$ cat config.mk
export PLATFORM = sky130hd
export DESIGN_NAME = sdi_xcvr_lock_monitor
export DESIGN_NICKNAME = d
export VERILOG_FILES = /design/src/rtl/sdi_xcvr_lock_pkg.sv /design/src/rtl/sdi_xcvr_bit_sync.sv /design/src/rtl/sdi_xcvr_lock_monitor.sv
export SDC_FILE = /design/constraint.sdc
export NUM_CORES = 1
export LEC_CHECK = 0
export BUFFER_PORTS_ARGS = -buffer_cell sky130_fd_sc_hd__clkbuf_2
export CAP_MARGIN = 20
export CORE_ASPECT_RATIO = 2
export CORE_MARGIN = 1.5
export CORE_UTILIZATION = 45
export CTS_BUF_LIST = sky130_fd_sc_hd__clkbuf_8
export DETAILED_ROUTE_END_ITERATION = 12
export PLACE_DENSITY = 0.69
export SYNTH_ARGS = -nofsm -noshare
export SYNTH_HDL_FRONTEND = slang
export SYNTH_SLANG_ARGS = --single-unit
$ cat constraint.sdc
create_clock -name clk -period 6.9 [get_ports clk]
set_clock_uncertainty 0.2 [all_clocks]
set_input_delay 1.035 -clock clk [delete_from_list [all_inputs] [get_ports clk]]
set_output_delay 1.035 -clock clk [all_outputs]
set_load 0.1 [all_outputs]
$ cat src/rtl/sdi_xcvr_lock_pkg.sv
`default_nettype none
// ============================================================================
//  Module      : sdi_xcvr_lock_pkg
//  Description : Shared types and constants for the SDI transceiver lock
//                monitor. Defines the link FSM state encoding, the CSR word
//                addresses and the bit positions inside STICKY and CTRL.
//  Revision    : 1.0  initial release
// ============================================================================
package sdi_xcvr_lock_pkg;

  // Link FSM states. The encoding is visible to software in STATUS[5:4].
  typedef enum logic [1:0] {
    DOWN    = 2'd0,
    QUALIFY = 2'd1,
    UP      = 2'd2,
    HOLDOFF = 2'd3
  } link_state_t;

  // CSR word addresses
  localparam logic [3:0] ADDR_STATUS = 4'd0;
  localparam logic [3:0] ADDR_STICKY = 4'd1;
  localparam logic [3:0] ADDR_LOSS   = 4'd2;
  localparam logic [3:0] ADDR_CTRL   = 4'd3;
  localparam logic [3:0] ADDR_UPTIME = 4'd4;

  // STICKY register bit positions
  localparam int STICKY_LOCK_LOST = 0;
  localparam int STICKY_PLL_LOST  = 1;

  // CTRL register bit positions
  localparam int CTRL_IRQ_EN       = 0;
  localparam int CTRL_FORCE_RELOCK = 1;

endpackage : sdi_xcvr_lock_pkg
`default_nettype wire

$ cat src/rtl/sdi_xcvr_bit_sync.sv
`default_nettype none
// ============================================================================
//  Module      : sdi_xcvr_bit_sync
//  Description : Two-flop synchronizer for a single asynchronous level.
//                Both flops clear on the synchronous active-high reset.
//  Revision    : 1.0  initial release
//  Ports       : clk    in   system clock
//                reset  in   synchronous, active-high reset
//                d      in   asynchronous input level
//                q      out  synchronized level (2 clk latency)
// ============================================================================
module sdi_xcvr_bit_sync (
  input  logic clk,
  input  logic reset,
  input  logic d,
  output logic q
);

  logic r_meta;
  logic r_sync;

  always_ff @(posedge clk) begin
    if (reset) begin
      r_meta <= 1'b0;
      r_sync <= 1'b0;
    end else begin
      r_meta <= d;
      r_sync <= r_meta;
    end
  end

  assign q = r_sync;

endmodule : sdi_xcvr_bit_sync
`default_nettype wire

$ cat src/rtl/sdi_xcvr_lock_monitor.sv
`default_nettype none
// ============================================================================
//  Module      : sdi_xcvr_lock_monitor
//  Description : Qualifies SDI transceiver lock status. Synchronizes the TX
//                PLL lock, CDR lock-to-ref and loopback-enable monitor, runs
//                a DOWN/QUALIFY/UP/HOLDOFF link FSM to produce a stable
//                link_up, counts loss-of-lock events and exposes status,
//                sticky flags, counters and control on an Avalon-MM slave.
//  Revision    : 1.0  initial release
//  Ports       : clk                  in   system clock
//                reset                in   synchronous, active-high reset
//                csr_address[3:0]     in   CSR word address
//                csr_read             in   read strobe
//                csr_write            in   write strobe
//                csr_readdata[31:0]   out  registered read data
//                csr_writedata[31:0]  in   write data
//                pll_locked           in   TX PLL lock (async)
//                rx_is_lockedtoref    in   CDR locked to reference (async)
//                rx_seriallpbken_mon  in   loopback-enable monitor (async)
//                link_up              out  qualified link status
//                lock_lost_irq        out  level interrupt
// ============================================================================
module sdi_xcvr_lock_monitor
  import sdi_xcvr_lock_pkg::*;
#(
  parameter int QUAL_CYCLES    = 1024,
  parameter int HOLDOFF_CYCLES = 256,
  parameter int CNT_W          = 16
) (
  input  logic        clk,
  input  logic        reset,
  input  logic [3:0]  csr_address,
  input  logic        csr_read,
  input  logic        csr_write,
  output logic [31:0] csr_readdata,
  input  logic [31:0] csr_writedata,
  input  logic        pll_locked,
  input  logic        rx_is_lockedtoref,
  input  logic        rx_seriallpbken_mon,
  output logic        link_up,
  output logic        lock_lost_irq
);

  localparam int QUAL_W = $clog2(QUAL_CYCLES);
  // +1 keeps the counter at least one bit wide when HOLDOFF_CYCLES is 1
  localparam int HOLD_W = $clog2(HOLDOFF_CYCLES + 1);

  localparam logic [QUAL_W-1:0] c_qual_last = QUAL_W'(QUAL_CYCLES - 1);
  localparam logic [HOLD_W-1:0] c_hold_last = HOLD_W'(HOLDOFF_CYCLES - 1);

  // --------------------------------------------------------------------------
  // Input synchronization: bit 0 = pll_locked, 1 = rx_is_lockedtoref,
  // 2 = rx_seriallpbken_mon
  // --------------------------------------------------------------------------
  logic [2:0] w_async_in;
  logic [2:0] w_sync_out;

  assign w_async_in = {rx_seriallpbken_mon, rx_is_lockedtoref, pll_locked};

  genvar gi;
  generate
    for (gi = 0; gi < 3; gi++) begin : g_sync
      sdi_xcvr_bit_sync u_sync (
        .clk   (clk),
        .reset (reset),
        .d     (w_async_in[gi]),
        .q     (w_sync_out[gi])
      );
    end
  endgenerate

  logic w_p;
  logic w_r;
  logic w_m;

  assign w_p = w_sync_out[0];
  assign w_r = w_sync_out[1];
  assign w_m = w_sync_out[2];

  // Previous synced loopback monitor, for edge detection
  logic r_m_d;

  always_ff @(posedge clk) begin
    if (reset) r_m_d <= 1'b0;
    else       r_m_d <= w_m;
  end

  // --------------------------------------------------------------------------
  // CSR write decode
  // --------------------------------------------------------------------------
  logic w_wr_sticky;
  logic w_wr_loss;
  logic w_wr_ctrl;
  logic w_force;

  assign w_wr_sticky = csr_write && (csr_address == ADDR_STICKY);
  assign w_wr_loss   = csr_write && (csr_address == ADDR_LOSS);
  assign w_wr_ctrl   = csr_write && (csr_address == ADDR_CTRL);
  // force_relock is a write-time strobe only; it is never stored
  assign w_force     = w_wr_ctrl && csr_writedata[CTRL_FORCE_RELOCK];

  // Only the low two data bits carry meaning in any register
  logic w_unused_wdata;
  assign w_unused_wdata = ^csr_writedata[31:2];

  // --------------------------------------------------------------------------
  // Link FSM
  // --------------------------------------------------------------------------
  link_state_t       r_state;
  link_state_t       w_state_nxt;
  logic [QUAL_W-1:0] r_qual_cnt;
  logic [HOLD_W-1:0] r_hold_cnt;
  logic              w_lock;
  logic              w_m_edge;
  logic              w_qual_clr;
  logic              w_hold_clr;
  logic              w_up_entry;
  logic              w_loss;

  assign w_lock   = w_p && w_r;
  assign w_m_edge = w_m ^ r_m_d;

  always_ff @(posedge clk) begin
    if (reset) r_state <= DOWN;
    else       r_state <= w_state_nxt;
  end

  always_comb begin
    w_state_nxt = r_state;
    w_qual_clr  = 1'b0;
    w_hold_clr  = 1'b0;
    w_up_entry  = 1'b0;
    w_loss      = 1'b0;
    case (r_state)
      DOWN: begin
        if (w_force) begin
          w_state_nxt = HOLDOFF;
          w_hold_clr  = 1'b1;
        end else if (w_lock) begin
          w_state_nxt = QUALIFY;
          w_qual_clr  = 1'b1;
        end
      end
      QUALIFY: begin
        if (!w_lock) begin
          w_state_nxt = DOWN;
        end else if (w_m_edge) begin
          // loopback mode changed: restart qualification from zero
          w_qual_clr  = 1'b1;
        end else if (w_force) begin
          w_state_nxt = HOLDOFF;
          w_hold_clr  = 1'b1;
        end else if (r_qual_cnt == c_qual_last) begin
          w_state_nxt = UP;
          w_up_entry  = 1'b1;
        end
      end
      UP: begin
        if (!w_lock) begin
          w_state_nxt = HOLDOFF;
          w_hold_clr  = 1'b1;
          w_loss      = 1'b1;
        end else if (w_m_edge) begin
          w_state_nxt = QUALIFY;
          w_qual_clr  = 1'b1;
        end else if (w_force) begin
          w_state_nxt = HOLDOFF;
          w_hold_clr  = 1'b1;
        end
      end
      HOLDOFF: begin
        if (w_force) begin
          // a fresh relock request restarts the holdoff window
          w_hold_clr  = 1'b1;
        end else if (r_hold_cnt == c_hold_last) begin
          w_state_nxt = DOWN;
        end
      end
      default: begin
        w_state_nxt = DOWN;
      end
    endcase
  end

  // Qualification and holdoff counters: cleared on (re-)entry, counting
  // every cycle spent in their state.
  always_ff @(posedge clk) begin
    if (reset) begin
      r_qual_cnt <= '0;
      r_hold_cnt <= '0;
    end else begin
      if (w_qual_clr)             r_qual_cnt <= '0;
      else if (r_state == QUALIFY) r_qual_cnt <= r_qual_cnt + 1'b1;

      if (w_hold_clr)             r_hold_cnt <= '0;
      else if (r_state == HOLDOFF) r_hold_cnt <= r_hold_cnt + 1'b1;
    end
  end

  // --------------------------------------------------------------------------
  // Uptime, loss counter, sticky flags, control
  // --------------------------------------------------------------------------
  logic [31:0]      r_uptime;
  logic [CNT_W-1:0] r_loss_cnt;
  logic [1:0]       r_sticky;
  logic             r_irq_en;
  logic [1:0]       w_sticky_set;
  logic [1:0]       w_sticky_clr;

  always_ff @(posedge clk) begin
    if (reset) begin
      r_uptime <= '0;
    end else if (w_up_entry) begin
      r_uptime <= '0;
    end else if ((r_state == UP) && (r_uptime != '1)) begin
      r_uptime <= r_uptime + 32'd1;
    end
  end

  // A loss arriving with a write-clear leaves exactly that loss counted
  always_ff @(posedge clk) begin
    if (reset) begin
      r_loss_cnt <= '0;
    end else if (w_wr_loss) begin
      r_loss_cnt <= w_loss ? CNT_W'(1) : '0;
    end else if (w_loss && (r_loss_cnt != '1)) begin
      r_loss_cnt <= r_loss_cnt + 1'b1;
    end
  end

  always_comb begin
    w_sticky_set                   = 2'b00;
    w_sticky_set[STICKY_LOCK_LOST] = w_loss;
    w_sticky_set[STICKY_PLL_LOST]  = w_loss && !w_p;
    w_sticky_clr                   = w_wr_sticky ? csr_writedata[1:0] : 2'b00;
  end

  // Set is OR-ed in after the clear so a simultaneous event wins
  always_ff @(posedge clk) begin
    if (reset) r_sticky <= 2'b00;
    else       r_sticky <= (r_sticky & ~w_sticky_clr) | w_sticky_set;
  end

  always_ff @(posedge clk) begin
    if (reset)          r_irq_en <= 1'b0;
    else if (w_wr_ctrl) r_irq_en <= csr_writedata[CTRL_IRQ_EN];
  end

  // --------------------------------------------------------------------------
  // CSR read path: registered, holds until the next read strobe
  // --------------------------------------------------------------------------
  logic [31:0] w_rd_mux;

  always_comb begin
    w_rd_mux = 32'd0;
    case (csr_address)
      ADDR_STATUS: w_rd_mux = {26'd0, r_state, w_m, w_r, w_p, link_up};
      ADDR_STICKY: w_rd_mux = {30'd0, r_sticky};
      ADDR_LOSS:   w_rd_mux = 32'(r_loss_cnt);
      ADDR_CTRL:   w_rd_mux = {31'd0, r_irq_en};
      ADDR_UPTIME: w_rd_mux = r_uptime;
      default:     w_rd_mux = 32'd0;
    endcase
  end

  always_ff @(posedge clk) begin
    if (reset)         csr_readdata <= 32'd0;
    else if (csr_read) csr_readdata <= w_rd_mux;
  end

  assign link_up       = (r_state == UP);
  assign lock_lost_irq = r_sticky[STICKY_LOCK_LOST] && r_irq_en;

endmodule : sdi_xcvr_lock_monitor
`default_nettype wire

==> impl_metrics.xml <==
<?xml version="1.0" encoding="UTF-8"?>
<metrics>
  <group name="place">
    <metric name="port-buffer-count" unit="">46</metric>
    <metric name="gp_congestion" unit="">0.872</metric>
    <metric name="place_hpwl" unit="µm">9900</metric>
    <metric name="place_inst" unit="">795</metric>
    <metric name="place_area" unit="mm²">0.00562</metric>
  </group>
  <group name="layout">
    <metric name="layout.cells.non_filler" unit="">812</metric>
    <metric name="most-common-layout-cells" unit="">sky130_fd_sc_hd__dfxtp_1 (111), sky130_fd_sc_hd__nor2_1 (66), sky130_fd_sc_hd__nand2_1 (58)</metric>
    <metric name="layout.nets" unit="">717</metric>
    <metric name="postLayoutCoreUtil" unit="%">50.1</metric>
    <metric name="area.growth.synth_to_final" unit="%">9.55</metric>
    <metric name="final_common_cell" unit="">sky130_fd_sc_hd__dfxtp_1</metric>
    <metric name="layout-drive-gt1-share" unit="%">11.8</metric>
    <metric name="layout.cell_area.non_filler" unit="mm²">0.00583</metric>
    <metric name="antenna_cells" unit="">0</metric>
  </group>
  <group name="worst_setup_path">
    <metric name="worstPathMaxFanout" unit="">13</metric>
    <metric name="cpMaxStageDelayCell" unit="">sky130_fd_sc_hd__clkbuf_2</metric>
    <metric name="crit_path_start" unit="">r_state[0]</metric>
    <metric name="timing.critical_path.to_type" unit="">output pin</metric>
    <metric name="worst_path_dominant_cell_family" unit="">buffers and inverters</metric>
    <metric name="timing.critical_path.slowest_cell_delay" unit="ns">0.56</metric>
    <metric name="worstSetupPathType" unit="">reg2out</metric>
    <metric name="cp.buffers_inverters" unit="">2</metric>
    <metric name="setup.worst_path.start_class" unit="">flop</metric>
    <metric name="cp_data_arrival_time" unit="ns">2.08</metric>
    <metric name="r2r-start" unit="">r_state[0]</metric>
    <metric name="crit_chain" unit="">inv_1 &gt; ha_1 &gt; clkbuf_2</metric>
    <metric name="worstPathRequired" unit="ns">5.66</metric>
  </group>
  <group name="floorplan">
    <metric name="std_cell_rows" unit="">56</metric>
    <metric name="floorplan.initialDensity" unit="%">45.7</metric>
    <metric name="io_pins" unit="">77</metric>
    <metric name="die_w" unit="µm">79.9</metric>
    <metric name="die-height" unit="µm">157</metric>
    <metric name="die-area" unit="mm²">0.0125</metric>
    <metric name="core_area" unit="mm²">0.0116</metric>
  </group>
  <group name="drt">
    <metric name="dr.pass1.iters" unit="">5</metric>
    <metric name="routed_length_on_met1" unit="µm">5040</metric>
    <metric name="avgRoutedWirePerCell" unit="µm">16.7</metric>
    <metric name="avgViaCountPerCell" unit="">6.01</metric>
    <metric name="met2_wirelength" unit="µm">7530</metric>
    <metric name="wl_met3" unit="µm">417</metric>
    <metric name="routed-via-count" unit="">4877</metric>
    <metric name="overall_routed_net_length" unit="µm">13500</metric>
    <metric name="drtIter0Drc" unit="">338</metric>
    <metric name="dr.max_layer_used" unit="">met4</metric>
    <metric name="ant_nets" unit="">0</metric>
    <metric name="drc_errors" unit="">0</metric>
  </group>
  <group name="global_route">
    <metric name="vias_in_the_first_global_route" unit="">4670</metric>
    <metric name="grt_first_pass_wirelength" unit="µm">22400</metric>
    <metric name="grtUsageTotal" unit="%">22.6</metric>
    <metric name="gr-total-overflow" unit="">0</metric>
    <metric name="grt_start_max_net_pins" unit="">51</metric>
    <metric name="antenna_violations_before_repair" unit="">0</metric>
  </group>
  <group name="sta">
    <metric name="totalNegativeSetupSlack" unit="ns">0</metric>
    <metric name="finalHoldViolCount" unit="">0</metric>
    <metric name="maxSlewHeadroom" unit="%">27.7</metric>
    <metric name="drv_slew" unit="">0</metric>
    <metric name="period_minus_slack" unit="ns">3.32</metric>
    <metric name="worst_pin_slew" unit="ns">1.08</metric>
    <metric name="unrepaired_setup_endpoints_after_global_routing" unit="">false</metric>
    <metric name="fmax" unit="GHz">0.301</metric>
    <metric name="finalSetupViolCount" unit="">0</metric>
    <metric name="fin_crit_sh" unit="%">48.1</metric>
  </group>
  <group name="run">
    <metric name="drv_cap" unit="">0</metric>
  </group>
  <group name="cts">
    <metric name="cts-root-buf" unit="">sky130_fd_sc_hd__clkbuf_8</metric>
    <metric name="cts_inserted_buffers" unit="">9</metric>
    <metric name="ctsResizeCount" unit="">0</metric>
    <metric name="clkSlewWorstSetupHoldPaths" unit="ns">0.11</metric>
    <metric name="post_cts_buffers" unit="">0</metric>
    <metric name="worst_skew_pair.late_latency" unit="ns">0.39</metric>
    <metric name="clkSinkCount" unit="">111</metric>
    <metric name="clock_path_buffers" unit="">2</metric>
    <metric name="post_cts_hold_buffer_count" unit="">0</metric>
    <metric name="cts-htree-levels" unit="">3</metric>
    <metric name="cts_tree" unit="">done</metric>
  </group>
  <group name="power_and_ir_drop">
    <metric name="static-leakage-power" unit="µW">0.00200</metric>
    <metric name="power.density" unit="mW/mm²">207</metric>
    <metric name="worst_ir_drop_vdd" unit="mV">0.140</metric>
  </group>
  <group name="synth">
    <metric name="synth-edff-count" unit="">0</metric>
    <metric name="synth_sequential_area_ratio" unit="%">41.8</metric>
    <metric name="synth_area_leader" unit="">sky130_fd_sc_hd__dfxtp_1</metric>
    <metric name="synth-warning-count" unit="">0</metric>
    <metric name="yosysUniqueCellTypes" unit="">61</metric>
    <metric name="synth-seq-cells" unit="">111</metric>
    <metric name="synth_top_area_share" unit="%">41.8</metric>
    <metric name="synth.cell_area" unit="mm²">0.00532</metric>
    <metric name="synth_area_leaders" unit="">sky130_fd_sc_hd__dfxtp_1 (42%), sky130_fd_sc_hd__a21oi_1 (5.0%), sky130_fd_sc_hd__nor2_1 (4.7%), sky130_fd_sc_hd__nand2_1 (4.1%), sky130_fd_sc_hd__nand3_1 (4.0%)</metric>
    <metric name="postSynthNetCount" unit="">684</metric>
    <metric name="yosys_most_used_dff" unit="">sky130_fd_sc_hd__dfxtp_1</metric>
    <metric name="syn_avg_cell_area" unit="µm²">8.46</metric>
    <metric name="postSynth.asyncResetShare" unit="%">0</metric>
    <metric name="number_of_instances_in_the_synthesized_netlist" unit="">629</metric>
  </group>
  <group name="min_path">
    <metric name="worstHoldStart" unit="">g_sync[2].u_sync.r_meta</metric>
    <metric name="hold_path.class" unit="">reg2reg</metric>
  </group>
  <group name="run_status">
    <metric name="result_of_the_run" unit="">complete, no violations</metric>
  </group>
</metrics>
==> cells by family (layout without fill, tap and decap cells) <==
kind of cell	count (synthesis)	count (layout)	synth area share [%]
AND/OR/NAND/NOR	290	290	28.6
AO/OA/AOI/OAI	137	137	16.8
flip-flops	111	111	41.8
buffers and inverters	42	80	3.79
XOR/XNOR	29	29	4.78
adder cells (fa/ha/maj)	12	12	2.82
multiplexers	8	8	1.51
==> synth_stat cells, types with 3 or more instances <==
library cell and instances:
sky130_fd_sc_hd__o21ai_1 3, sky130_fd_sc_hd__nor2b_1 7, sky130_fd_sc_hd__nor2_1 66, sky130_fd_sc_hd__a22oi_1 11
sky130_fd_sc_hd__nor4_1 8, sky130_fd_sc_hd__buf_6 3, sky130_fd_sc_hd__nor3_1 15, sky130_fd_sc_hd__o21ai_0 21
sky130_fd_sc_hd__o211ai_1 11, sky130_fd_sc_hd__buf_2 4, sky130_fd_sc_hd__nand3_1 42, sky130_fd_sc_hd__and2_1 9
sky130_fd_sc_hd__mux2i_1 8, sky130_fd_sc_hd__nor4b_1 3, sky130_fd_sc_hd__or3_1 16, sky130_fd_sc_hd__nand4_1 23
sky130_fd_sc_hd__and3_1 8, sky130_fd_sc_hd__or4_1 15, sky130_fd_sc_hd__xor2_1 15, sky130_fd_sc_hd__and4_1 7
sky130_fd_sc_hd__xnor2_1 14, sky130_fd_sc_hd__a21oi_1 53, sky130_fd_sc_hd__dfxtp_1 111, sky130_fd_sc_hd__o31ai_1 6
sky130_fd_sc_hd__a222oi_1 5, sky130_fd_sc_hd__o21a_1 3, sky130_fd_sc_hd__nand2_1 58, sky130_fd_sc_hd__ha_1 12
sky130_fd_sc_hd__clkbuf_1 20, sky130_fd_sc_hd__inv_1 12
==> layout make-up <==
class	instances	area [µm²]
fillers	1160	5800
multi-input cells	476	2900
flip-flops and latches	111	2220
repair buffers	52	273
well taps	145	181
clock buffers	9	124
clock inverters	7	80.1
inverters	12	45.0
==> layer usage <==
layer / vias to the layer above / global-route usage [%]
li1: 2381 / -
met1: 2319 / 22.7
met3: 47 / 3.85
met2: 130 / 42.3
met4: 0 / 13.1
met5: - / 0
==> sequential cells by signal (all words and copies together), names as in the netlist <==
signal and cells:
csr_readdata 32, g_sync.u_sync.q 3, g_sync.u_sync.r_meta 3, r_hold_cnt 9, r_irq_en 1, r_loss_cnt 16, r_m_d 1, r_qual_cnt 10
r_state 2, r_sticky 2, r_uptime 32
==> per-stage QoR <==
stage,total power (µW),hold WS [ns],setup WS (ns)
floorplan,780,0.214,3.97
global placement,802,0.226,3.53
detailed placement,808,0.229,3.60
CTS,1210,0.256,3.59
global route,1250,0.275,3.53
finish,1200,0.249,3.58
==> power breakdown <==
| group | total (µW) | internal, µW | switching, µW | leakage (µW) |
|---|---|---|---|---|
| Combinational | 127 | 39.8 | 87.0 | 0.00101 |
| Clock | 410 | 172 | 238 | 0.000102 |
| Sequential | 668 | 653 | 14.9 | 0.000896 |
==> path summary, 6_finish.rpt <==
kind / end / slack (ns) / cells after the start
worst min register to register: g_sync[2].u_sync.q / 0.25 / 1
worst max register to register: r_uptime[10] / 3.87 / 8
worst max-delay path: link_up / 3.58 / 3
worst min-delay path: g_sync[2].u_sync.q / 0.25 / 1
No activity file was read; power rests on OpenSTA's default activity.
